[config.mk]
export PLATFORM = sky130hd
export DESIGN_NAME = trap_commit_ctrl_flat
export DESIGN_NICKNAME = d
export VERILOG_FILES = /design/src/rtl/trap_commit_if.sv /design/src/rtl/trap_commit_ctrl.sv /design/src/flat_wrapper.sv
export SDC_FILE = /design/constraint.sdc
export NUM_CORES = 1
export LEC_CHECK = 0
export CORE_UTILIZATION = 41
export CTS_CLUSTER_SIZE = 14
export DETAILED_ROUTE_END_ITERATION = 7
export HOLD_SLACK_MARGIN = 0.05
export PLACE_DENSITY = 0.79
export SYNTH_ARGS = -nofsm -noshare
export SYNTH_HDL_FRONTEND = slang
export SYNTH_SLANG_ARGS = --single-unit
[constraint.sdc]
create_clock -name clk -period 4.7 [get_ports clk]
set_input_delay 0.47 -clock clk [delete_from_list [all_inputs] [get_ports clk]]
set_output_delay 0.47 -clock clk [all_outputs]
set_load 0.03 [all_outputs]
[src/rtl/trap_commit_if.sv]
// trap_commit_if: execute-stage, CSR and commit/redirect signals of the
// trap/commit sequencer, bundled as one interface.
//   slave  : sequencer side (trap_commit_ctrl)
//   master : pipeline / CSR file side
// Inputs to the sequencer: inst_i, inst_addr_i, jump_flag_i, jump_addr_i,
//   int_flag_i[INT_W], csr_mtvec, csr_mepc, csr_mstatus, global_int_en_i.
// Outputs: hold_flag_o, commit_wen_o, commit_waddr_o, commit_wdata_o,
//   int_assert_o, int_addr_o.
interface trap_commit_if #(
    parameter int INT_W = 8
);
    logic [31:0]      inst_i;
    logic [31:0]      inst_addr_i;
    logic             jump_flag_i;
    logic [31:0]      jump_addr_i;
    logic [INT_W-1:0] int_flag_i;
    logic [31:0]      csr_mtvec;
    logic [31:0]      csr_mepc;
    logic [31:0]      csr_mstatus;
    logic             global_int_en_i;
    logic             hold_flag_o;
    logic             commit_wen_o;
    logic [31:0]      commit_waddr_o;
    logic [31:0]      commit_wdata_o;
    logic             int_assert_o;
    logic [31:0]      int_addr_o;

    modport slave (
        input  inst_i, inst_addr_i, jump_flag_i, jump_addr_i, int_flag_i,
               csr_mtvec, csr_mepc, csr_mstatus, global_int_en_i,
        output hold_flag_o, commit_wen_o, commit_waddr_o, commit_wdata_o,
               int_assert_o, int_addr_o
    );

    modport master (
        output inst_i, inst_addr_i, jump_flag_i, jump_addr_i, int_flag_i,
               csr_mtvec, csr_mepc, csr_mstatus, global_int_en_i,
        input  hold_flag_o, commit_wen_o, commit_waddr_o, commit_wdata_o,
               int_assert_o, int_addr_o
    );
endinterface

[src/rtl/trap_commit_ctrl.sv]
// trap_commit_ctrl: detects ecall / ebreak / mret / external interrupt in
// execute, stalls the pipeline while mepc, mstatus and mcause are written
// back through the CSR commit port, then issues a one-cycle redirect.
// Ports:
//   clk, rst : clock, asynchronous active-high reset
//   bus      : trap_commit_if.slave (execute inputs, CSR values, commit
//              write port, hold and redirect outputs)
// Optional feature macro TRAP_VECTORED_EN: vectored mtvec mode for
// interrupts (base + cause*4); when undefined every trap uses the base.
// INT_W must match the INT_W of the connected interface.
module trap_commit_ctrl #(
    parameter int          INT_W        = 8,
    parameter logic [31:0] ECALL_CODE   = 32'd11,
    parameter logic [31:0] EBREAK_CODE  = 32'd3,
    parameter logic [31:0] EXT_INT_CODE = 32'h8000000B
) (
    input  logic           clk,
    input  logic           rst,
    trap_commit_if.slave   bus
);
    typedef enum logic [2:0] {
        IDLE, W_MEPC, W_MSTATUS, W_MCAUSE, W_MRET, ASSERT
    } state_e;

    state_e      state_q, state_d;
    logic [31:0] epc_q, epc_d, cause_q, cause_d, mstatus_q, mstatus_d;
    logic        wen_q, wen_d, assert_q, assert_d;
    logic [31:0] waddr_q, waddr_d, wdata_q, wdata_d, addr_q, addr_d;
    logic        hold;

    logic [INT_W-1:0] irq;
    logic [31:0]      ms, trap_ms, mret_ms, trap_addr;
    logic             is_ecall, is_ebreak, is_mret, is_int;

    assign irq = bus.int_flag_i;
    assign ms  = bus.csr_mstatus;

    assign is_ecall  = bus.inst_i == 32'h00000073;
    assign is_ebreak = bus.inst_i == 32'h00100073;
    assign is_mret   = bus.inst_i == 32'h30200073;
    // System-opcode instructions defer the interrupt so an execute-stage
    // CSR write in the same cycle cannot race the commit writes.
    assign is_int    = (|irq) && bus.global_int_en_i &&
                       (bus.inst_i[6:0] != 7'b1110011);

    // Trap: MPIE<=MIE, MIE<=0.  MRET: MIE<=MPIE, MPIE<=1.
    assign trap_ms = {ms[31:8], ms[3], ms[6:4], 1'b0, ms[2:0]};
    assign mret_ms = {ms[31:8], 1'b1, ms[6:4], ms[7], ms[2:0]};

`ifdef TRAP_VECTORED_EN
    always_comb begin
        trap_addr = {bus.csr_mtvec[31:2], 2'b00};
        if (bus.csr_mtvec[1:0] == 2'b01 && cause_q[31])
            trap_addr = {bus.csr_mtvec[31:2], 2'b00} + {cause_q[29:0], 2'b00};
    end
`else
    logic unused_mtvec_mode;
    assign unused_mtvec_mode = &{1'b0, bus.csr_mtvec[1:0]};
    assign trap_addr = {bus.csr_mtvec[31:2], 2'b00};
`endif

    always_comb begin
        state_d   = state_q;
        epc_d     = epc_q;
        cause_d   = cause_q;
        mstatus_d = mstatus_q;
        hold      = (state_q != IDLE);
        case (state_q)
            IDLE: begin
                if (is_ecall || is_ebreak) begin
                    state_d   = W_MEPC;
                    epc_d     = bus.inst_addr_i;
                    cause_d   = is_ecall ? ECALL_CODE : EBREAK_CODE;
                    mstatus_d = trap_ms;
                    hold      = 1'b1;
                end else if (is_mret) begin
                    state_d   = W_MRET;
                    mstatus_d = mret_ms;
                    hold      = 1'b1;
                end else if (is_int) begin
                    state_d   = W_MEPC;
                    epc_d     = bus.jump_flag_i ? bus.jump_addr_i
                                                : bus.inst_addr_i + 32'd4;
                    cause_d   = EXT_INT_CODE;
                    mstatus_d = trap_ms;
                    hold      = 1'b1;
                end
            end
            W_MEPC:    state_d = W_MSTATUS;
            W_MSTATUS: state_d = W_MCAUSE;
            W_MCAUSE:  state_d = ASSERT;
            W_MRET:    state_d = ASSERT;
            ASSERT:    state_d = IDLE;
            default:   state_d = IDLE;
        endcase

        // Outputs are registered: decode them from the state being entered.
        wen_d    = 1'b0;
        waddr_d  = 32'h0;
        wdata_d  = 32'h0;
        assert_d = 1'b0;
        addr_d   = 32'h0;
        case (state_d)
            W_MEPC:    begin wen_d = 1'b1; waddr_d = 32'h341; wdata_d = epc_d;     end
            W_MSTATUS: begin wen_d = 1'b1; waddr_d = 32'h300; wdata_d = mstatus_d; end
            W_MCAUSE:  begin wen_d = 1'b1; waddr_d = 32'h342; wdata_d = cause_d;   end
            W_MRET:    begin wen_d = 1'b1; waddr_d = 32'h300; wdata_d = mstatus_d; end
            ASSERT: begin
                assert_d = 1'b1;
                addr_d   = (state_q == W_MRET) ? bus.csr_mepc : trap_addr;
            end
            default: ;
        endcase
    end

    always_ff @(posedge clk or posedge rst) begin
        if (rst) begin
            state_q   <= IDLE;
            epc_q     <= 32'h0;
            cause_q   <= 32'h0;
            mstatus_q <= 32'h0;
            wen_q     <= 1'b0;
            waddr_q   <= 32'h0;
            wdata_q   <= 32'h0;
            assert_q  <= 1'b0;
            addr_q    <= 32'h0;
        end else begin
            state_q   <= state_d;
            epc_q     <= epc_d;
            cause_q   <= cause_d;
            mstatus_q <= mstatus_d;
            wen_q     <= wen_d;
            waddr_q   <= waddr_d;
            wdata_q   <= wdata_d;
            assert_q  <= assert_d;
            addr_q    <= addr_d;
        end
    end

    assign bus.hold_flag_o    = hold;
    assign bus.commit_wen_o   = wen_q;
    assign bus.commit_waddr_o = waddr_q;
    assign bus.commit_wdata_o = wdata_q;
    assign bus.int_assert_o   = assert_q;
    assign bus.int_addr_o     = addr_q;
endmodule
[src/flat_wrapper.sv]
// flat-port wrapper written by rule: the top's interface ports become plain ports
module trap_commit_ctrl_flat 
#(
    parameter int          INT_W        = 8,
    parameter logic [31:0] ECALL_CODE   = 32'd11,
    parameter logic [31:0] EBREAK_CODE  = 32'd3,
    parameter logic [31:0] EXT_INT_CODE = 32'h8000000B
)
  (clk, rst, bus_inst_i, bus_inst_addr_i, bus_jump_flag_i, bus_jump_addr_i, bus_int_flag_i, bus_csr_mtvec, bus_csr_mepc, bus_csr_mstatus, bus_global_int_en_i, bus_hold_flag_o, bus_commit_wen_o, bus_commit_waddr_o, bus_commit_wdata_o, bus_int_assert_o, bus_int_addr_o);
  trap_commit_if #(.INT_W(INT_W)) bus_i ();
  input  logic clk;
  input  logic rst;
  input wire logic [$bits(bus_i.inst_i)-1:0] bus_inst_i;
  input wire logic [$bits(bus_i.inst_addr_i)-1:0] bus_inst_addr_i;
  input wire logic [$bits(bus_i.jump_flag_i)-1:0] bus_jump_flag_i;
  input wire logic [$bits(bus_i.jump_addr_i)-1:0] bus_jump_addr_i;
  input wire logic [$bits(bus_i.int_flag_i)-1:0] bus_int_flag_i;
  input wire logic [$bits(bus_i.csr_mtvec)-1:0] bus_csr_mtvec;
  input wire logic [$bits(bus_i.csr_mepc)-1:0] bus_csr_mepc;
  input wire logic [$bits(bus_i.csr_mstatus)-1:0] bus_csr_mstatus;
  input wire logic [$bits(bus_i.global_int_en_i)-1:0] bus_global_int_en_i;
  output wire logic [$bits(bus_i.hold_flag_o)-1:0] bus_hold_flag_o;
  output wire logic [$bits(bus_i.commit_wen_o)-1:0] bus_commit_wen_o;
  output wire logic [$bits(bus_i.commit_waddr_o)-1:0] bus_commit_waddr_o;
  output wire logic [$bits(bus_i.commit_wdata_o)-1:0] bus_commit_wdata_o;
  output wire logic [$bits(bus_i.int_assert_o)-1:0] bus_int_assert_o;
  output wire logic [$bits(bus_i.int_addr_o)-1:0] bus_int_addr_o;
  assign bus_i.inst_i = bus_inst_i;
  assign bus_i.inst_addr_i = bus_inst_addr_i;
  assign bus_i.jump_flag_i = bus_jump_flag_i;
  assign bus_i.jump_addr_i = bus_jump_addr_i;
  assign bus_i.int_flag_i = bus_int_flag_i;
  assign bus_i.csr_mtvec = bus_csr_mtvec;
  assign bus_i.csr_mepc = bus_csr_mepc;
  assign bus_i.csr_mstatus = bus_csr_mstatus;
  assign bus_i.global_int_en_i = bus_global_int_en_i;
  assign bus_hold_flag_o = bus_i.hold_flag_o;
  assign bus_commit_wen_o = bus_i.commit_wen_o;
  assign bus_commit_waddr_o = bus_i.commit_waddr_o;
  assign bus_commit_wdata_o = bus_i.commit_wdata_o;
  assign bus_int_assert_o = bus_i.int_assert_o;
  assign bus_int_addr_o = bus_i.int_addr_o;
  trap_commit_ctrl #(.INT_W(INT_W), .ECALL_CODE(ECALL_CODE), .EBREAK_CODE(EBREAK_CODE), .EXT_INT_CODE(EXT_INT_CODE)) u_core (.clk(clk), .rst(rst), .bus(bus_i));
endmodule
# After elaboration in Yosys (flattened, before gate mapping)
# Index checks and enable logic that the tools add are counted.
# word_totals
register_bits	175
# op_classes
addsub	1
n_reduce_logical	9
eq_ne	13
n_mux	28
# op_table
op	count
32-bit 2-to-1 mux	15
32-bit one-hot mux with 3 select lines	1
32-bit by 3-bit adder with 32-bit output, second input constant	1
32-bit by 21-bit == test with 1-bit output, second input constant	1
32-bit by 30-bit == test with 1-bit output, second input constant	1
32-bit by 7-bit == test with 1-bit output, second input constant	1
10-bit one-hot mux with 3 select lines	1
3-bit by 2-bit == test with 1-bit output, second input constant	4
3-bit one-hot mux with 4 select lines	1
3-bit == test, second input constant	3
3-bit 2-to-1 mux	3
8-bit OR reduction	1
7-bit != test, second input constant	1
3-bit by 1-bit == test with 1-bit output, second input constant	2
1-bit 2-to-1 mux	6
4-bit 2-to-1 mux	1
2-bit OR reduction	2
4-bit OR reduction	1
3-bit logical NOT	1
3-bit nonzero test	1
1-bit logical AND	2
1-bit logical OR	1

# Longest topological paths before layout
# Gate-level depths: netlist of run 1.
# logic_depth
depth_word	10
depth_mapped	10
depth_no_buf	7

# Least setup slack after synthesis of run 1
# OpenSTA, ideal clock, no wires.
# synth_path
path_type	input port to flip-flop
from	in bus_int_flag_i[5]
to	reg u_core.wdata_q[22], in the netlist u_core.bus.commit_wdata_o[22]
t_arrival_ps	2184
required_time_ps	4574
setup_time_ps	126
path_stages	7
setup_slack_ps	2390
path_cell_list	or4_4 -> o21a_1 -> nand2_4 -> o21ai_2 -> buf_6 -> mux2_4 -> a221o_1
# synth_via
word_cells_on_any_way	25
cone_classes	eq/ne (4); mux (17); reduce/logical (4)
# synth_lines
element	line_no	source
start: declaration	flat_wrapper.sv:17	input wire logic [$bits(bus_i.int_flag_i)-1:0] bus_int_flag_i;
8-bit OR reduction	trap_commit_ctrl.sv:43	assign is_int = (|irq) && bus.global_int_en_i &&
1-bit logical AND (2 in series)	trap_commit_ctrl.sv:43	
32-bit 2-to-1 mux	trap_commit_ctrl.sv:80	end else if (is_int) begin
32-bit 2-to-1 mux	trap_commit_ctrl.sv:76	end else if (is_mret) begin
32-bit 2-to-1 mux	trap_commit_ctrl.sv:70	if (is_ecall || is_ebreak) begin
32-bit 2-to-1 mux	trap_commit_ctrl.sv:68	case (state_q)
named net u_core.mstatus_d[22]	trap_commit_ctrl.sv:26	logic [31:0] epc_q, epc_d, cause_q, cause_d, mstatus_q, mstatus_d;
32-bit one-hot mux with 3 select lines	trap_commit_ctrl.sv:103	case (state_d)
named net u_core.wdata_d[22]	trap_commit_ctrl.sv:28	logic [31:0] waddr_q, waddr_d, wdata_q, wdata_d, addr_q, addr_d;
end signal: assignment	trap_commit_ctrl.sv:134	wdata_q <= wdata_d;
end: declaration	trap_commit_ctrl.sv:28	
# The timed path passes the listed nets, and every way through them passes these cells.

# Worst setup path in the final report of run 1
# layout_path
from	in bus_int_flag_i[5]
to	out bus_hold_flag_o
# layout_via
elab_chain_len	7
# layout_rtl
element	line_no	source
8-bit OR reduction	trap_commit_ctrl.sv:43	
1-bit logical AND (2 in series)	trap_commit_ctrl.sv:43	
1-bit 2-to-1 mux	trap_commit_ctrl.sv:80	
1-bit 2-to-1 mux	trap_commit_ctrl.sv:76	
1-bit 2-to-1 mux	trap_commit_ctrl.sv:70	
1-bit 2-to-1 mux	trap_commit_ctrl.sv:68	
end: declaration	flat_wrapper.sv:22	output wire logic [$bits(bus_i.hold_flag_o)-1:0] bus_hold_flag_o;
# Every way passes these cells.

==> results of run 1 <==
## worst min path at each step
stage	from	endpoint	slack [ns]
after floorplan	u_core.cause_q[1]	u_core.cause_q[1]	0.43
after global placement	u_core.cause_q[1]	u_core.cause_q[1]	0.45
final	u_core.cause_q[1]	u_core.cause_q[1]	0.47
after CTS	u_core.cause_q[1]	u_core.cause_q[1]	0.47
after detailed placement	u_core.cause_q[1]	u_core.cause_q[1]	0.46
after global routing	u_core.cause_q[0]	u_core.cause_q[0]	0.48
## flip-flops by register name (all words and copies together), names as in the netlist
name	flops
u_core.bus.commit_waddr_o	4
u_core.bus.commit_wdata_o	32
u_core.bus.commit_wen_o	1
u_core.bus.int_addr_o	32
u_core.bus.int_assert_o	1
u_core.cause_q	32
u_core.epc_q	2
u_core.mstatus_q	32
u_core.state_q	3
## cells by family (layout without fill, tap and decap cells)
kind of cell / Yosys count / in the layout
AND/OR/NAND/NOR: 202 / 202
AO/OA/AOI/OAI: 174 / 174
flip-flops: 139 / 139
buffers and inverters: 86 / 332
multiplexers: 34 / 34
XOR/XNOR: 5 / 5
adder cells (fa/ha/maj): 1 / 1
other: 1 / 27
## power by group through the flow
stage	sequential (W)	combinational, W	clock (W)
floorplan	0.00208	0.000929	0
global placement	0.00170	0.00216	0
detailed placement	0.00172	0.00218	0
CTS	0.00170	0.00219	0.00135
global route	0.00174	0.00232	0.00140
finish	0.00170	0.00218	0.00133
## per-stage QoR
step | total power [W] | area (µm²)
2_1_floorplan | 0.00301 | 6890
6_report | 0.00520 | 10200
3_5_place_dp | 0.00390 | 9610
3_3_place_gp | 0.00386 | 9610
5_1_grt | 0.00546 | 10200
4_1_cts | 0.00524 | 10200
## routing by layer
layer	vias to the layer above	global-route usage, %
met1	2987	30.6
met4	0	11.7
met2	325	44.0
met5	-	0
met3	44	7.33
li1	2869	-
## worst max-delay path: cells and delay by family
kind                   cells  cell delay [ns]
AND/OR/NAND/NOR            3             0.74
buffers and inverters      2             1.04
AO/OA/AOI/OAI              2             0.44
## cell usage after synthesis (all sizes together), types with 2 or more instances
cell type  instances  area (µm²)
nor4               9        56.3
and3              35         219
dfrtp            139        3480
and4               5        43.8
a32o               2        20.0
o2111ai            2        17.5
mux2              23         270
nor2              27         109
or4                5        45.0
mux2i             11         110
clkbuf            32         120
or2                4        25.0
o211ai             3        22.5
a22o              31         272
a2bb2oi            5        43.8
a22oi              2        15.0
a221o              5        50.1
o2bb2ai           18         158
o32ai              2        17.5
o22ai              9        56.3
nand3             23         115
inv               16        60.1
nor3              17        96.4
nand2b             5        31.3
o221a              2        22.5
and2               7        43.8
o221ai             7        61.3
a31oi             11        75.1
xnor2              3        26.3
nand2             42         165
a21oi             36         180
or3                7        43.8
nand4              9        56.3
o32a               2        20.0
xor2               2        17.5
o31ai              4        30.0
nor3b              2        15.0
buf               38         274
nand4b             2        17.5
a21o               2        15.0
o21ai             16        95.1
o21a               3        22.5
## final cells by class
class / instances / area, µm² / share of cell area (%)
flip-flops and latches: 139 / 3480 / 34.1
inverters: 16 / 65.1 / 0.638
well taps: 216 / 270 / 2.65
repair buffers: 284 / 2820 / 27.6
clock inverters: 10 / 116 / 1.14
clock buffers: 22 / 474 / 4.65
multi-input cells: 443 / 2980 / 29.2
==> flow_summary.json, run 1 <==
{
  "status": "finished clean",
  "maxCapViolCount": 0,
  "async_reset_ff_share_pct": 100,
  "worstRegToRegCells": 7,
  "period_needed_ns": 3.16,
  "row_count": 46,
  "avgSynthCellArea_um2": 10.6,
  "layout_worst_path_cycle_share_pct": 67.3,
  "io_buffers": 273,
  "fp.coreArea_um2": 16000,
  "r2r_start": "u_core.state_q[1]",
  "wl_um": 21700,
  "tns_ns": 0,
  "skew_ns": 0.00627,
  "antenna_left": 0,
  "gp_congestion": 0.909,
  "grt_usage_pct": 26.0,
  "synth_cell_types": 72,
  "post_cts.repair.setup_buffers": 0,
  "path_cells": "clkdlybuf4s50_1, or4_4, o21ai_4, nor2_1, a21oi_1, nand2_1, clkdlybuf4s50_1",
  "finalMaxSlewViolations": 0,
  "max-vdd-ir-drop_uv": 276,
  "p_switching_w": 0.00188,
  "synth_compound_area_share_pct": 19.2,
  "setup_violations": 0,
  "io_pins": 303,
  "dp_cells": 1098,
  "start_util_pct": 42.4,
  "pwr-share-clk_pct": 25.6,
  "hpwl_um": 15700,
  "max_stage_delay_ns": 0.64,
  "internal_power_w": 0.00332,
  "clk_latency_ns": 0.42,
  "crit_start": "bus_int_flag_i[5]",
  "fin_nets": 1106,
  "synth_fa_ha_area_share_pct": 0.184,
  "slowest_stage": "clkdlybuf4s50_1",
  "crit_end": "bus_hold_flag_o",
  "ys.flop_type": "dfrtp_1",
  "fin_util_pct": 63.8,
  "viasPerCell": 5.51,
  "cts_sinks": 139,
  "drt-wirelength-per-cell_um": 19.2,
  "synth_area_um2": 6790,
  "start_kind": "input pin",
  "crit_required_ns": 4.23,
  "final_common_cell": "clkdlybuf4s50_1",
  "holdPathStages": 1,
  "fp.dieH_um": 131,
  "synth_edf_count": 0,
  "numCtsBuffers": 17,
  "synth_cells": 642,
  "clk_pin_slew_ns": 0.06,
  "drtIter0Drc": 467,
  "switching_share_pct": 36.1,
  "antenna_found_initial": 1,
  "ys_seq_area_share_pct": 51.2,
  "synth_top_family_by_area": "compound AO/OA/AOI/OAI gates",
  "max_slew_margin_pct": 23.2,
  "cts_tree": "done",
  "cts_root_buffer": "clkbuf_16",
  "syn2layout_area_growth_pct": 50.3,
  "wl_met3_um": 1900,
  "ys_warn_count": 0,
  "fillers": 1332,
  "grt_setup_unrepaired": "no",
  "r2r-end": "u_core.bus.commit_wdata_o[22]",
  "arrival_ns": 2.69,
  "path_max_fanout": 7,
  "grt_pass1_wl_um": 32800,
  "cp-end-kind": "primary output",
  "power.density_nw_per_um2": 510,
  "antenna_cells": 0,
  "power_frac_seq_pct": 32.6,
  "fin_ws_ns": 1.54,
  "dpl_worst_slack_ns": 1.28,
  "p_leak_nw": 4.38,
  "cts-resized-gates": 0,
  "drc": 0,
  "worstMarginPinSlew_ns": 1.15,
  "final_cells": 1130,
  "final_cell_mix": "clkdlybuf4s50_1 (273), dfrtp_1 (139), nand2_1 (41)",
  "critPathMostFrequentCell": "clkdlybuf4s50_1",
  "met2_length_um": 10800,
  "crit_type": "input pin to primary output",
  "hp-class": "register to register",
  "fmax_mhz": 316,
  "vias": 6225,
  "final_layout_size_suffix_gt1_share_pct": 9.08,
  "htreeDepth": 4,
  "fp.dieW_um": 131,
  "hold_viol_final": 0,
  "synth-xor-area-share_pct": 0.645,
  "synth-seq-cells": 139,
  "synthMuxAreaShare_pct": 5.60,
  "p_comb_share_pct": 41.9,
  "hold_slack_ns": 0.469,
  "cts_buffer_depth": 2,
  "fp.dieArea_um2": 17100,
  "grt_pass1_vias": 6188,
  "grt_max_degree": 107,
  "m1WireLength_um": 8390,
  "drtPass1Iterations": 5,
  "grt_overflow": 0,
  "synth-simple-area-share_pct": 16.3,
  "ctsHoldBuffers": 0,
  "r2r_slack_ns": 1.56,
  "top_layer_used": "met4"
}
No activity file was read; power rests on OpenSTA's default activity.
==> inputs of run 2 (changes only) <==
--- a/config.mk
+++ b/config.mk
@@ -5,11 +5,11 @@
 export SDC_FILE = /design/constraint.sdc
 export NUM_CORES = 1
 export LEC_CHECK = 0
-export CORE_UTILIZATION = 41
+export CORE_UTILIZATION = 38
 export CTS_CLUSTER_SIZE = 14
 export DETAILED_ROUTE_END_ITERATION = 7
 export HOLD_SLACK_MARGIN = 0.05
-export PLACE_DENSITY = 0.79
+export PLACE_DENSITY = 0.77
 export SYNTH_ARGS = -nofsm -noshare
 export SYNTH_HDL_FRONTEND = slang
 export SYNTH_SLANG_ARGS = --single-unit
==> constraint.sdc (replaced) <==
create_clock -name clk -period 2.6 [get_ports clk]
set_input_delay 0.26 -clock clk [delete_from_list [all_inputs] [get_ports clk]]
set_output_delay 0.26 -clock clk [all_outputs]
set_load 0.03 [all_outputs]
==> flow_summary.json, run 2 (synthesis results as in run 1) <==
{
  "status": "finished clean",
  "final_cell_mix": "clkdlybuf4s50_1 (272), dfrtp_1 (139), buf_4 (73)",
  "final_layout_size_suffix_gt1_share_pct": 15.2,
  "worstRegToRegCells": 7,
  "power_w": 0.00995,
  "start_util_pct": 39.1,
  "antenna_cells": 0,
  "drtPass1Iterations": 5,
  "fp.coreArea_um2": 17400,
  "hpwl_um": 17100,
  "gp_congestion": 0.916,
  "io_pins": 303,
  "finalMaxSlewViolations": 0,
  "start_kind": "register",
  "power.density_nw_per_um2": 920,
  "postLayoutCellArea_um2": 10800,
  "ctsHoldBuffers": 0,
  "clk_pin_slew_ns": 0.06,
  "cts_buffer_depth": 2,
  "p_leak_nw": 4.74,
  "numCtsBuffers": 17,
  "drc": 0,
  "use_met3_pct": 6.47,
  "crit_required_ns": 2.90,
  "cts-resized-gates": 0,
  "hp-class": "input pin to asynchronous set/reset pin",
  "wl_um": 22800,
  "dpl_cell_area_um2": 10200,
  "drtIter0Drc": 437,
  "crit_type": "register to register",
  "drt-wirelength-per-cell_um": 18.9,
  "cts_tree": "done",
  "cts_root_buffer": "clkbuf_16",
  "antenna_found_initial": 0,
  "period_needed_ns": 2.40,
  "vias": 6500,
  "dp_cells": 1172,
  "grt_overflow": 0,
  "htreeDepth": 4,
  "final_cells": 1204,
  "grt_usage_pct": 25.1,
  "cp-end-kind": "register",
  "layout_worst_path_cycle_share_pct": 92.3,
  "row_count": 48,
  "cts_sinks": 139,
  "grt_pass1_vias": 6518,
  "skew_ns": 0.00717,
  "max_slew_margin_pct": 46.3,
  "fp.dieH_um": 136,
  "grt_pass1_wl_um": 34700,
  "fmax_mhz": 417,
  "path_max_fanout": 9,
  "fp.dieW_um": 136,
  "grt_setup_unrepaired": "no",
  "grt_max_degree": 140,
  "grtUsageMet1_pct": 30.0,
  "grt_most_used_layer": "met2",
  "syn2layout_area_growth_pct": 59.3,
  "post_cts.repair.setup_buffers": 0,
  "worstMarginPinSlew_ns": 0.805,
  "fin_nets": 1171,
  "setup_violations": 0,
  "groute.layer.met2.usage_pct": 43.2,
  "fp.dieArea_um2": 18400,
  "clk_latency_ns": 0.42,
  "io_buffers": 273,
  "arrival_ns": 2.70,
  "antenna_left": 0,
  "viasPerCell": 5.40,
  "hold_slack_ns": 0.358,
  "maxCapViolCount": 0,
  "max-vdd-ir-drop_uv": 572,
  "final_common_cell": "clkdlybuf4s50_1",
  "hold_viol_final": 0
}
==> run 2: worst max-delay path, stage by stage, from the launching register on <==
cell,delay (ns)
dfrtp_1,0.43
nor4_1,0.36
o21ai_0,0.19
nor2_1,0.60
buf_4,0.30
a21oi_1,0.09
o22ai_1,0.20
o2bb2ai_1,0.11
==> run 2: report_power, final <==
group | switching [W] | internal (W) | leakage [nW]
logic | 0.00234 | 0.00189 | 2.63
clock network | 0.000953 | 0.00174 | 0.316
registers | 0.000209 | 0.00282 | 1.80
==> run 2: area by class of cell <==
class / count / area [µm²]
clock buffer: 20 / 447
clock inverter: 12 / 210
fill: 1421 / 6540
inverter: 16 / 63.8
multi-input combinational: 443 / 2980
sequential: 139 / 3480
tap: 225 / 282
timing repair buffer: 349 / 3350
==> run 2: per-stage QoR <==
step | TNS, ns | setup WS [ns] | util [%]
2_1_floorplan | 0 | 0.414 | -
3_3_place_gp | -1.16 | -0.0889 | 58.5
4_1_cts | 0 | 0.244 | 62.3
6_report | 0 | 0.199 | 62.3
3_5_place_dp | -0.986 | -0.106 | 58.5
5_1_grt | 0 | 0.0545 | 62.3
==> run 2: path summary, 6_finish.rpt <==
check                                                to  slack, ns                  from
setup / recovery           u_core.bus.commit_wdata_o[6]       0.20     u_core.state_q[0]
hold / removal                 u_core.bus.int_addr_o[5]       0.36                   rst
setup reg to reg           u_core.bus.commit_wdata_o[6]       0.20     u_core.state_q[0]
hold reg to reg                    u_core.mstatus_q[21]       0.49  u_core.mstatus_q[21]
max in group asynchronous          u_core.mstatus_q[27]       1.59                   rst
min in group clk               u_core.bus.int_addr_o[0]       0.42       bus_csr_mepc[0]
==> run 2: metal layers <==
| metal | vias to the layer above | part of all wire (%) |
|---|---|---|
| met3 | 32 | 8.5 |
| met2 | 333 | 50 |
| met4 | 0 | 1.7 |
| li1 | 3000 | - |
| met5 | - | 0 |
| met1 | 3135 | 39 |
